==> config.mk <==
export PLATFORM = sky130hd
export DESIGN_NAME = decodeshift
export DESIGN_NICKNAME = d
export VERILOG_FILES = /design/src/rtl/decodeshift_pkg.sv /design/src/rtl/decodeshift_decoder.sv /design/src/rtl/decodeshift.sv
export SDC_FILE = /design/constraint.sdc
export NUM_CORES = 1
export LEC_CHECK = 0
export ABC_AREA = 1
export CORE_MARGIN = 2
export CORE_UTILIZATION = 25
export DETAILED_ROUTE_END_ITERATION = 7
export GPL_ROUTABILITY_DRIVEN = 0
export MAX_ROUTING_LAYER = met4
export PLACE_DENSITY = 0.4
export REMOVE_ABC_BUFFERS = 1
export SYNTH_ARGS = -nofsm -noshare
export SYNTH_HDL_FRONTEND = slang
export SYNTH_HIERARCHICAL = 1
export SYNTH_SLANG_ARGS = --single-unit
==> constraint.sdc <==
create_clock -name clk -period 7.72 [get_ports clk]
set_clock_uncertainty 0.15 [all_clocks]
set_input_delay 1.93 -clock clk [delete_from_list [all_inputs] [get_ports clk]]
set_output_delay 1.93 -clock clk [all_outputs]
set_load 0.01 [all_outputs]
==> src/rtl/decodeshift_pkg.sv <==
// rtl/decodeshift_pkg.sv - shared segment patterns, FSM states and widths for decodeshift
package decodeshift_pkg;

  localparam int SEG_BITS = 8;

  // Active-high {dp,g,f,e,d,c,b,a}; dp is never lit.
  localparam logic [SEG_BITS-1:0] SEG_0 = 8'h3F;
  localparam logic [SEG_BITS-1:0] SEG_1 = 8'h06;
  localparam logic [SEG_BITS-1:0] SEG_2 = 8'h5B;
  localparam logic [SEG_BITS-1:0] SEG_3 = 8'h4F;
  localparam logic [SEG_BITS-1:0] SEG_4 = 8'h66;
  localparam logic [SEG_BITS-1:0] SEG_5 = 8'h6D;
  localparam logic [SEG_BITS-1:0] SEG_6 = 8'h7D;
  localparam logic [SEG_BITS-1:0] SEG_7 = 8'h07;
  localparam logic [SEG_BITS-1:0] SEG_8 = 8'h7F;
  localparam logic [SEG_BITS-1:0] SEG_9 = 8'h6F;
  localparam logic [SEG_BITS-1:0] SEG_A = 8'h77;
  localparam logic [SEG_BITS-1:0] SEG_B = 8'h7C;
  localparam logic [SEG_BITS-1:0] SEG_C = 8'h39;
  localparam logic [SEG_BITS-1:0] SEG_D = 8'h5E;
  localparam logic [SEG_BITS-1:0] SEG_E = 8'h79;
  localparam logic [SEG_BITS-1:0] SEG_F = 8'h71;

  typedef enum logic [1:0] {
    IDLE,
    DATA,
    CLK
  } state_t;

  function automatic logic [SEG_BITS-1:0] seg_pattern(input logic [3:0] nibble);
    logic [SEG_BITS-1:0] p;
    case (nibble)
      4'h0: p = SEG_0;
      4'h1: p = SEG_1;
      4'h2: p = SEG_2;
      4'h3: p = SEG_3;
      4'h4: p = SEG_4;
      4'h5: p = SEG_5;
      4'h6: p = SEG_6;
      4'h7: p = SEG_7;
      4'h8: p = SEG_8;
      4'h9: p = SEG_9;
      4'hA: p = SEG_A;
      4'hB: p = SEG_B;
      4'hC: p = SEG_C;
      4'hD: p = SEG_D;
      4'hE: p = SEG_E;
      default: p = SEG_F;
    endcase
    return p;
  endfunction

endpackage

==> src/rtl/decodeshift_decoder.sv <==
// rtl/decodeshift_decoder.sv - combinational hex nibble to 7-segment pattern
module decodeshift_decoder
  import decodeshift_pkg::*;
(
  input  logic [3:0]          nibble,
  output logic [SEG_BITS-1:0] pattern
);

  assign pattern = seg_pattern(nibble);

endmodule

==> src/rtl/decodeshift.sv <==
// rtl/decodeshift.sv - snapshots a counter, decodes digits and shifts patterns out in parallel
module decodeshift
  import decodeshift_pkg::*;
#(
  parameter int DIGITS = 6
) (
  input  logic                  clk,
  input  logic                  reset,
  input  logic [4*DIGITS-1:0]   cnt_in,
  input  logic                  trigger,
  output logic [DIGITS-1:0]     segOut,
  output logic                  shiftOut
);

  state_t                state, state_nxt;
  logic [2:0]            idx, idx_nxt;
  logic [4*DIGITS-1:0]   cnt_q, cnt_nxt;
  logic [4*DIGITS-1:0]   dec_in;
  logic                  trig_q;
  logic [DIGITS-1:0]     seg_nxt;
  logic                  shift_nxt;
  logic [SEG_BITS-1:0]   pattern [DIGITS];

  // While idle the decoders look at the live value so the first bit is ready on the start edge.
  assign dec_in = (state == IDLE) ? cnt_in : cnt_q;

  for (genvar i = 0; i < DIGITS; i++) begin : g_dec
    decodeshift_decoder u_dec (
      .nibble  (dec_in[4*i +: 4]),
      .pattern (pattern[i])
    );
  end

  always_comb begin
    state_nxt = state;
    idx_nxt   = idx;
    cnt_nxt   = cnt_q;
    seg_nxt   = segOut;
    shift_nxt = shiftOut;
    case (state)
      IDLE: begin
        if (trigger && !trig_q) begin
          cnt_nxt   = cnt_in;
          idx_nxt   = 3'd7;
          shift_nxt = 1'b0;
          for (int i = 0; i < DIGITS; i++) seg_nxt[i] = pattern[i][SEG_BITS-1];
          state_nxt = DATA;
        end
      end
      DATA: begin
        shift_nxt = 1'b1;
        state_nxt = CLK;
      end
      CLK: begin
        shift_nxt = 1'b0;
        if (idx != 3'd0) begin
          idx_nxt = idx - 3'd1;
          for (int i = 0; i < DIGITS; i++) seg_nxt[i] = pattern[i][idx_nxt];
          state_nxt = DATA;
        end else begin
          seg_nxt   = '0;
          state_nxt = IDLE;
        end
      end
      default: begin
        seg_nxt   = '0;
        shift_nxt = 1'b0;
        state_nxt = IDLE;
      end
    endcase
  end

  always_ff @(posedge clk or posedge reset) begin
    if (reset) begin
      state    <= IDLE;
      idx      <= 3'd7;
      cnt_q    <= '0;
      trig_q   <= 1'b0;
      segOut   <= '0;
      shiftOut <= 1'b0;
    end else begin
      state    <= state_nxt;
      idx      <= idx_nxt;
      cnt_q    <= cnt_nxt;
      trig_q   <= trigger;
      segOut   <= seg_nxt;
      shiftOut <= shift_nxt;
    end
  end

endmodule

==> summary.md <==
| Metric | Value |
|---|---|
| Max frequency | `approximately 0.25 GHz` |
| Sequential fraction of the synthesis area | `approximately 22%` |
| Adder and majority gate portion of the synthesized area | `between 10% and 20%` |
| Root Buffer Master | `sky130_fd_sc_hd__clkbuf_16` |
| Aggregate negative setup slack | `0 ns` |
| Area of the multi-input gates | `2520 um^2` |
| Delay of the slowest critical-path stage | `0.45 ns` |
| Data arrival time of the critical path | `roughly 4 ns` |
| Dominant combinational cell family by area after synthesis | `simple AND/OR/NAND/NOR gates` |
| Detailed-route vias per instance | `4.26` |
| GRT overflow | `0` |
| Number of remaining DRC errors | `0` |
| Number of buffers on the longest clock path | `2` |
| Routed Antenna Nets | `0` |
| TritonCTS Buffers | `5` |
| Complex-gate fraction of the synthesized area | `under 10%` |
| Sort of element at the start of the critical path | `input port` |
| Number of input and output port buffers inserted | `33` |
| Clk pin slew, worst setup/hold paths | `0.06 ns` |
| Starting density of the core | `between 20% and 30%` |
| Clock tree from TritonCTS | `done` |
| Final Setup Violations | `0` |
| Worst-skew pair later-pin latency | `slightly below 0.3 ns` |
| Result of the run | `finished, final reports clean` |
| Number of buffers inserted by post-CTS setup repair | `0` |
| Number of antenna cells inserted | `0` |
| Slowest library cell on the worst path | `sky130_fd_sc_hd__clkdlybuf4s50_1` |
| Final Hold Viols | `0` |
| Cells resized by post-CTS repair | `0` |
| Portion of synthesized cell area occupied by the leading cell type | `between 20% and 30%` |
| RSZ-0062 raised after global routing | `no` |
| Via count of the first global-routing pass | `approximately 3,700` |
| Area Growth Syn to Fin | `13.7%` |
| Most common cell after layout, fill and taps aside | `sky130_fd_sc_hd__nand2_1` |
| Count of routing violations after the opening detailed-route iteration | `slightly below 200` |
| Post-synth cell types | `25` |
| Total I/O pin count | `34` |
| Min Tclk post-route | `approximately 4 ns` |
| Max-slew violation count | `0` |
| Area contributors post-synth | `sky130_fd_sc_hd__nand2_1 (26%), sky130_fd_sc_hd__dfrtp_1 (20%), sky130_fd_sc_hd__ha_1 (13%), sky130_fd_sc_hd__inv_1 (9.8%), sky130_fd_sc_hd__nand3_1 (7.4%)` |
| Combined area of all synthesized cells | `a little over 4000 um^2` |
| Global Route Usage Sum | `11.8%` |
| Die area | `17,400 um^2` |
| Cell repeated most along the worst path | `sky130_fd_sc_hd__nand2_1` |
| Final cycle utilization of the critical path | `between 50% and 60%` |
| Max FO, Critical Path | `5` |
| Number of hold-repair buffers added at the cts stage | `0` |
| Pre-antenna DRT Iters | `5` |
| First-pass GRT wire length | `roughly 17 mm` |
| Total number of vias | `3,912` |
| Core Region | `~16,000 um^2` |
| Number of rows in the core area | `46` |
| Synthesized netlist cell count | `between 600 and 700` |
| Number of H-tree levels | `2` |
| Initial antenna violation count | `0` |
| Maximum number of pins on one net before global-route repair | `46` |
| Cell accounting for the most synthesized area | `sky130_fd_sc_hd__nand2_1` |
| Final-stage net count | `about 770` |
| Wirelength per Cell | `around 10 um` |
| Transition time at the pin with the least slew margin | `just over 0.9 ns` |
| Xor/xnor cell area share of the yosys netlist | `0.613%` |
| Average size of a mapped cell | `5.93 um^2` |
| Die height | `between 100 and 150 um` |
| Post-placement cell area | `between 4000 and 5000 um^2` |
| WL final | `~9.4 mm` |
| Maximum capacitance violations | `0` |
| Worst path required time | `around 7.8 ns` |
| Count of synthesis-stage warnings from yosys | `6` |
| Horiz. Die Dim | `roughly 130 um` |
| Hold WC Path Type | `reg -> reg` |
| Max-slew headroom | `about 38%` |
| HPWL Detailed | `~7 mm` |
| Storage element area | `905 um^2` |
| Cell-by-cell trace of the critical path | `clkdlybuf4s50_1, inv_1, a21oi_1, inv_1, ha_1, nand2_1, o21ai_0, nand2_1, nand2_1, inv_1, nand2_1, nand3_1, nand3_1, nand3_1, nand2_1, nand2_1, nand2_1` |
| Clock sink total | `36` |
| Count of filler cells inserted in the layout | `about 1,800` |
| Seq cells post-synth | `36` |
| Simple-gate share of the synthesized area | `between 30% and 40%` |
| Commonest cells after routing, fill and taps aside | `sky130_fd_sc_hd__nand2_1 (283), sky130_fd_sc_hd__inv_1 (107), sky130_fd_sc_hd__nand3_1 (60), sky130_fd_sc_hd__ha_1 (44)` |
| Critical Setup Path Class | `in -> reg` |
| Layout cells sized above 1 | `5.13%` |
| Multiplexer share of the synthesized area | `0%` |
| Type of element capturing the critical path | `flop` |
| Total non-filler cell area in the finished layout | `around 4600 um^2` |
[per-stage QoR]
stage	hold slack (ns)	setup WS [ns]	util (%)	cells
finish	0.333	3.65	29.1	918
global placement	0.318	3.36	28.2	910
detailed placement	0.320	3.35	28.2	910
global route	0.367	3.34	29.1	918
floorplan	0.304	4.13	-	658
CTS	0.336	3.65	29.1	918
[worst max-delay path: cells and delay by family]
kind,cells,cell delay [ns]
compound gates,2,0.45
fa+ha+maj,1,0.30
buf+inv,4,0.72
simple gates,10,0.69
[per-layer routing]
layer	up-vias	share of wire (%)	track usage, %
met1	1779	53	16.0
met4	0	0.92	3.26
met3	5	2.3	1.88
li1	2088	-	-
met2	40	43	18.3
met5	-	0	-
[area by class of cell]
class	instances	area share, %
Multi-Input combinational cell	505	54.3
Sequential cell	36	19.5
Inverter	117	9.62
Timing Repair Buffer	36	7.60
Tap cell	216	5.82
Clock buffer	8	3.15
[cell families after synthesis]
kind of cell             Yosys count
other                              6
adder cells (fa/ha/maj)           44
buffers and inverters            147
XOR/XNOR                           2
AO/OA/AOI/OAI                     69
AND/OR/NAND/NOR                  384
flip-flops                        36
[final timing paths]
path                            startpoint  cells after the start        end  slack, ns
worst max register to register    shiftOut                     18  segOut[3]       4.36
worst max-delay path            cnt_in[13]                     17  segOut[3]       3.65
max in group asynchronous            reset                      3     idx[2]       5.12
min in group asynchronous            reset                      3   cnt_q[8]       1.93
worst min register to register    cnt_q[9]                      2   cnt_q[9]       0.33
worst min-delay path              cnt_q[9]                      2   cnt_q[9]       0.33
[cells in the mapped netlist, drive strengths merged]
cell and number:
nand2 290, inv 117, nand3 60, ha 44, o21ai 42, nor2 34, dfrtp 33, a21oi 27
buf 27, conb 6, clkbuf 3, dfstp 3, xnor2 1, xor2 1
[flip-flops by register name (all words and copies together) (netlist names)]
signal	flops
segOut	6
idx	3
shiftOut	1
cnt_q	24
state	1
trig_q	1
Power is not shown: default switching activity piles up to over one toggle a cycle in this logic, so the estimate is an artifact.
